**src/rtl/pico_host_pkg.sv**
```systemverilog
// Shared types and defaults for the picoMIPS4test host driver.
// Holds the FSM state enum, operand type and default phase lengths.
package pico_host_pkg;

  typedef enum logic [2:0] {
    IDLE,
    SEND_X,
    SEND_Y,
    WAIT_RES,
    DONE
  } state_t;

  typedef logic [7:0] operand_t;

  localparam int HOLD_X_DEF      = 50;
  localparam int HOLD_Y_DEF      = 10;
  localparam int RESULT_WAIT_DEF = 64;

  function automatic int max3(input int a, input int b, input int c);
    int m;
    m = a;
    if (b > m) m = b;
    if (c > m) m = c;
    return m;
  endfunction

endpackage

```
**src/rtl/phase_counter.sv**
```systemverilog
// Loadable down-counter with a zero flag; stops at zero.
// Ports: clk, rst_n, load, load_val[W-1:0] in; zero out.
module phase_counter #(
  parameter int W = 8
) (
  input  logic         clk,
  input  logic         rst_n,
  input  logic         load,
  input  logic [W-1:0] load_val,
  output logic         zero
);

  logic [W-1:0] cnt_q;

  always_ff @(posedge clk or negedge rst_n) begin
    if (!rst_n) begin
      cnt_q <= '0;
    end else if (load) begin
      cnt_q <= load_val;
    end else if (cnt_q != '0) begin
      cnt_q <= cnt_q - 1'b1;
    end
  end

  assign zero = (cnt_q == '0);

endmodule

```
**src/rtl/pico_host_driver.sv**
```systemverilog
// Host sequencer: drives SW/branch_status to picoMIPS4test, captures LED.
// In: fastclk, reset(n), start, x_in, y_in, LED. Out: busy, done, result, SW, branch_status.
module pico_host_driver
  import pico_host_pkg::*;
#(
  parameter int HOLD_X      = HOLD_X_DEF,
  parameter int HOLD_Y      = HOLD_Y_DEF,
  parameter int RESULT_WAIT = RESULT_WAIT_DEF
) (
  input  logic       fastclk,
  input  logic       reset,
  input  logic       start,
  input  logic [7:0] x_in,
  input  logic [7:0] y_in,
  output logic       busy,
  output logic       done,
  output logic [7:0] result,
  output logic [7:0] SW,
  output logic       branch_status,
  input  logic [7:0] LED
);

  localparam int CW = $clog2(max3(HOLD_X, HOLD_Y, RESULT_WAIT)) + 1;

  state_t         state_q;
  state_t         state_d;
  operand_t       x_q;
  operand_t       y_q;
  logic           accept;
  logic           ld;
  logic [CW-1:0]  ld_val;
  logic           zero;

  phase_counter #(
    .W(CW)
  ) u_cnt (
    .clk     (fastclk),
    .rst_n   (reset),
    .load    (ld),
    .load_val(ld_val),
    .zero    (zero)
  );

  always_comb begin
    state_d = state_q;
    accept  = 1'b0;
    ld      = 1'b0;
    ld_val  = '0;
    unique case (state_q)
      IDLE, DONE: begin
        state_d = IDLE;
        if (start) begin
          accept  = 1'b1;
          ld      = 1'b1;
          ld_val  = CW'(HOLD_X - 1);
          state_d = SEND_X;
        end
      end
      SEND_X: begin
        if (zero) begin
          ld      = 1'b1;
          ld_val  = CW'(HOLD_Y - 1);
          state_d = SEND_Y;
        end
      end
      SEND_Y: begin
        if (zero) begin
          ld      = 1'b1;
          ld_val  = CW'(RESULT_WAIT - 1);
          state_d = WAIT_RES;
        end
      end
      WAIT_RES: begin
        if (zero) state_d = DONE;
      end
      default: state_d = IDLE;
    endcase
  end

  always_ff @(posedge fastclk or negedge reset) begin
    if (!reset) begin
      state_q <= IDLE;
      x_q     <= '0;
      y_q     <= '0;
    end else begin
      state_q <= state_d;
      if (accept) begin
        x_q <= x_in;
        y_q <= y_in;
      end
    end
  end

  // Pins are a registered image of the state, one cycle behind it,
  // so LED is captured on the edge that closes the visible wait phase.
  always_ff @(posedge fastclk or negedge reset) begin
    if (!reset) begin
      SW            <= '0;
      branch_status <= 1'b0;
      busy          <= 1'b0;
      done          <= 1'b0;
      result        <= '0;
    end else begin
      SW            <= '0;
      branch_status <= 1'b0;
      busy          <= 1'b0;
      done          <= 1'b0;
      unique case (1'b1)
        (state_q == SEND_X): begin
          SW            <= x_q;
          branch_status <= 1'b1;
          busy          <= 1'b1;
        end
        (state_q == SEND_Y): begin
          SW   <= y_q;
          busy <= 1'b1;
        end
        (state_q == WAIT_RES): begin
          branch_status <= 1'b1;
          busy          <= 1'b1;
        end
        (state_q == DONE): begin
          done   <= 1'b1;
          result <= LED;
        end
        default: ;
      endcase
    end
  end

endmodule
```
**config.mk**
```make
export PLATFORM = sky130hd
export DESIGN_NAME = pico_host_driver
export DESIGN_NICKNAME = d
export VERILOG_FILES = /design/src/rtl/pico_host_pkg.sv /design/src/rtl/phase_counter.sv /design/src/rtl/pico_host_driver.sv
export SDC_FILE = /design/constraint.sdc
export NUM_CORES = 1
export LEC_CHECK = 0
export BUFFER_PORTS_ARGS = -buffer_cell sky130_fd_sc_hd__buf_4
export CAP_MARGIN = 10
export CORE_MARGIN = 10
export CORE_UTILIZATION = 50
export CTS_CLUSTER_SIZE = 40
export DETAILED_ROUTE_END_ITERATION = 8
export PLACE_DENSITY = 0.75
export SYNTH_ARGS = -nofsm -noshare
export SYNTH_HDL_FRONTEND = slang
export SYNTH_SLANG_ARGS = --single-unit
```
**constraint.sdc**
```tcl
create_clock -name fastclk -period 1.95 [get_ports fastclk]
set_input_delay 0.2925 -clock fastclk [delete_from_list [all_inputs] [get_ports fastclk]]
set_output_delay 0.2925 -clock fastclk [all_outputs]
set_load 0.02 [all_outputs]
```
Word-level counts from Yosys, hierarchy flattened
Cells that the tools add are included.
- bits in registers: 45
- bits in read-only memories: 0
- bits in writable memories: 0
- output and inout bits: 19
- memories: 0
- bits of input ports: 27
- bits in latches: 0
- reduce and logical (&&, ||, !) cells: 9
- eq/ne operators: 7
- bitwise operators: 0
- divide/modulo/power cells: 0
- multipliers: 0
- $lt $le $gt $ge: 0
- add/sub/neg operators: 1
- muxes and demuxes: 19
- shift operators: 0
- operators with widths (kind ; count):
    $pmux W6 S3 ; 1
    $pmux W8 S2 ; 1
    $mux W7 ; 2
    $mux W6 ; 2
    $pmux W3 S4 ; 1
    $mux W3 ; 3
    $logic_not A7 Y1 ; 1
    $mux W1 ; 7
    $reduce_bool A7 Y1 ; 1
    $sub A7 B1 Y7 const B ; 1
    $eq A3 B2 Y1 const B ; 2
    $ne A2 B1 Y1 const B ; 3
    $reduce_or A2 Y1 ; 3
    $mux W4 ; 1
    $eq A3 B1 Y1 const B ; 1
    $eq A3 B3 Y1 const B ; 1
    $logic_not A3 Y1 ; 1
    $reduce_and A3 Y1 ; 1
    $reduce_or A3 Y1 ; 1
    $pmux W1 S2 ; 1
    $reduce_bool A2 Y1 ; 1

Longest topological paths before layout
- depth after elaboration: 4
- mapped depth: 6
- gate-level depth less buffers: 5

Modules after synthesis
From an unflattened synthesis, not the netlist that was laid out.
- cell total of the unflattened synthesis: 157
- area total of the unflattened synthesis: 1990.7 um^2
- modules (own cells, without submodules) (module ; instances ; seq. area each (um^2) ; cells an instance ; area each (um^2)):
    pico_host_driver ; 1 ; 950.9 ; 114 ; 1556.5
    phase_counter ; 1 ; 175.2 ; 43 ; 434.2

Worst setup path after synthesis
OpenSTA, ideal clock, no wires.
- kind: reg-to-reg
- start point: register u_cnt.cnt_q[2]
- end point: register u_cnt.cnt_q[6]
- period minus slack after synthesis: 1.571 ns
- required time: 1.873 ns
- setup time: 0.077 ns
- stages on the path, launching flop included: 4
- arrival: 1.493 ns
- slack: 0.379 ns
- cell sequence: dfrtp_1 > or4_4 > or4_1 > a21oi_1
- cells in the longest elaborated chain, start to end: 4
- ends and longest elaborated chain (item ; line ; source):
    from (decl) ; phase_counter.sv:13 ; logic [W-1:0] cnt_q;
    from (signal assigned) ; phase_counter.sv:19 ; cnt_q <= load_val;
    from (signal assigned) ; phase_counter.sv:21 ; cnt_q <= cnt_q - 1'b1;
    branches (longest 4 deep; another with $sub A7 B1 Y7) ; n/a ;
Several ways; the timed one is not identified. The select of a mux whose other input is x is not followed.
A chain may end at the register's enable or synchronous reset.

Worst setup path in the final report
- start point: register u_cnt.cnt_q[0]
- end point: register u_cnt.cnt_q[1]
- cells in the longest elaborated chain, start to end: 4
- ends and longest elaborated chain (item):
    branches (longest 4 deep; another with $sub A7 B1 Y7)
Several ways; the timed one is not identified. The select of a mux whose other input is x is not followed.

==> flow_summary_export.csv <==
group,metric,value,unit
floorplanning,coreArea,3630,sq um
yosys,syn_area_per_cell,12.9,sq um
place,io_buffers,45,
clocking,clk_latency,290,ps
yosys,yosysSeqAreaShare,0.600,
layout,num_antenna_cells,0,
yosys,yosys_most_used_dff,"dfrtp_1",
worst_setup_path,crit_end,"u_cnt.cnt_q[1]$_DFFE_PN0P_",
sta,relSlewSlack,0.618,
power,pwr_density_cell,1400,nW/um^2
status,status,"finished with violations",
hold_path,hold_path.class,"input pin to asynchronous set/reset pin",
worst_setup_path,cp.required,2120,ps
clocking,htreeDepth,2,
routing,drc_errors,0,
global_routing,antenna_found_initial,0,
layout,layout_commonest_cell,"buf_4",
layout,final_area,2340,sq um
worst_setup_path,arrival,1950,ps
sta,hold_viol,24,
global_routing,grt-ovfl-total,0,
floorplanning,row_count,22,
power,worst_ir_drop_vdd,0.000812,V
place,gp_congestion,0.769,
sta,rsz0062_at_grt,"no",
yosys,syn_inst,145,
sta,tns,0,ps
place,dp_hpwl,2970,um
worst_setup_path,worst-setup-path-type,"flip-flop to flip-flop",
worst_setup_path,reg2reg_depth,5,
floorplanning,die_x,81.2,um
sta,fin_skew,7.80,ps
layout,fin_cells,240,
sta,clock.fmax,562,MHz
power,p_clk_frac,0.165,
yosys,synth.distinct_cells,33,
sta,finalSetupViolCount,0,
power,intPower,0.00215,W
clocking,ctsResizeCount,0,
routing,first_iter_violations,103,
yosys,synth-edff-count,0,
yosys,ys_ff_latch,45,
power,p_sw_frac,0.346,
global_routing,grt_pass1_vias,1392,
worst_setup_path,start_kind,"flip-flop",
floorplanning,initial_core_util,0.516,
routing,wirelength,3950,um
worst_setup_path,reg2reg_slack,170,ps
clocking,cts_tree,"done",
worst_setup_path,slowest_stage,"nor2b_1",
clocking,postCtsSetupBuffers,0,
clocking,cts.sinks,45,
worst_setup_path,crit_path_start,"u_cnt.cnt_q[0]$_DFFE_PN0P_",
yosys,postSynth.asyncResetShare,1.00,
routing,num_vias,1293,
global_routing,grt_max_degree,46,
layout,final_cell_mix,"buf_4 (48), dfrtp_1 (45), mux2_2 (24)",
power,p_switching,0.00114,W
floorplanning,die_area,6600,sq um
worst_setup_path,worstReg2RegStart,"u_cnt.cnt_q[0]$_DFFE_PN0P_",
routing,viasPerCell,5.39,
worst_setup_path,path_cells,"inv_1, ha_1, nor2b_1, a211oi_1, a311o_1",
place,dp_cells,232,
status,violations,"negative hold slack",
routing,routedWlPerCell,16.4,um
sta,whs,-19.2,ps
worst_setup_path,r2r_end,"u_cnt.cnt_q[1]$_DFFE_PN0P_",
clocking,clkTransAtPathRegs,80,ps
sta,drv_slew,0,
worst_setup_path,path_max_fanout,8,
clocking,ctsHoldBuffers,0,
power,total_power,0.00328,W
power,power_frac_seq,0.474,
clocking,root_buffer,"clkbuf_8",
yosys,synth_nets,174,
sta,min_period,1780,ps
power,p_comb_frac,0.361,
layout,final_nets,220,
worst_setup_path,slowest_delay,450,ps
clocking,clock_path_buffers,2,
place,dpl_cell_area,2260,sq um
layout,syn2layout_area_growth,24.5,%
flow_run,cap_violations,0,
layout,layout-drive-gt1-share,0.422,
routing,final_antenna_net_count,0,
yosys,synth_area,1880,sq um
floorplanning,die_h,81.2,um
global_routing,grt_pass1_wl,6490,um
routing,first_pass_iters,4,
sta,worst_pin_slew,569,ps
worst_setup_path,end_kind,"flip-flop",
sta,final.period_utilization,0.912,
global_routing,grt.total_usage,0.125,
floorplanning,boundaryPins,46,
power,p_leak,1.12,nW
yosys,ys_warn_count,0,
clocking,cts_made_buffers,5,
==> sequential cells by signal (all words and copies together), names as in the netlist <==
name	count
result	8
x_q	8
busy	1
u_cnt.cnt_q	7
state_q	3
SW	8
y_q	8
branch_status	1
done	1
==> layout make-up <==
type	count	area (sq um)
Multi-Input combinational cell	87	694
Tap cell	48	60.1
Timing Repair Buffer	48	360
Sequential cell	45	1130
Inverter	4	15.0
Clock buffer	8	80.1
Fill cell	307	1300
==> layer usage <==
layer,GRT usage,share of wire,vias up
met5,0,0,-
met4,0.0727,0.035,0
met3,0.0464,0.089,15
met2,0.205,0.49,64
met1,0.137,0.39,611
li1,-,-,603
==> power by group through the flow <==
stage | clock network, W | registers [W] | logic (W)
2_1_floorplan | 0 | 0.00158 | 0.000781
3_3_place_gp | 0 | 0.00154 | 0.00115
3_5_place_dp | 0 | 0.00157 | 0.00120
4_1_cts | 0.000561 | 0.00155 | 0.00120
5_1_grt | 0.000600 | 0.00160 | 0.00132
6_report | 0.000540 | 0.00155 | 0.00119
==> cells in the mapped netlist, drive strengths merged, types with 3 or more instances <==
library cell | count | area share
nor2b | 4 | 0.013
o21ai | 3 | 0.0080
mux2 | 24 | 0.14
or4 | 4 | 0.018
a21oi | 3 | 0.0080
dfrtp | 45 | 0.60
buf | 5 | 0.013
nor2 | 12 | 0.024
a22oi | 8 | 0.032
nor3b | 4 | 0.019
inv | 4 | 0.0080
clkbuf | 4 | 0.0080
==> worst min-delay path by stage <==
stage | startpoint | end | slack [ps] | cells after the start
after floorplan | reset | SW[0]$_DFF_PN0_ | -3 | 0
after global placement | reset | u_cnt.cnt_q[4]$_DFFE_PN0P_ | 310 | 1
after detailed placement | reset | u_cnt.cnt_q[5]$_DFFE_PN0P_ | 320 | 1
after CTS | reset | u_cnt.cnt_q[5]$_DFFE_PN0P_ | 2 | 1
after global routing | reset | u_cnt.cnt_q[4]$_DFFE_PN0P_ | 30 | 1
final | reset | u_cnt.cnt_q[5]$_DFFE_PN0P_ | -20 | 1
==> cell families after synthesis <==
family | after synthesis | share of synthesized area
xor gates and xnor gates | 3 | 0.0140
muxes | 24 | 0.144
DFF | 45 | 0.600
buffers and inverters | 13 | 0.0293
AOI/OAI and AO/OA | 25 | 0.0947
adders and majority gates | 2 | 0.0133
and+or+nand+nor | 33 | 0.104
==> stage by stage <==
step | hold slack [ps] | util | setup WS, ps
global route | 25.2 | 0.643 | 52.1
finish | -19.2 | 0.643 | 171
CTS | 2.03 | 0.643 | 196
global placement | 312 | 0.621 | 326
floorplan | -3.09 | - | 379
detailed placement | 323 | 0.621 | 236
==> worst max-delay path, delay by kind of cell (launching register included) <==
kind            cells  cell delay [ps]
compound gates      2              480
fa+ha+maj           1              220
buf+inv             1              120
flops               1              390
simple gates        1              450
No activity file was read; power rests on OpenSTA's default activity.
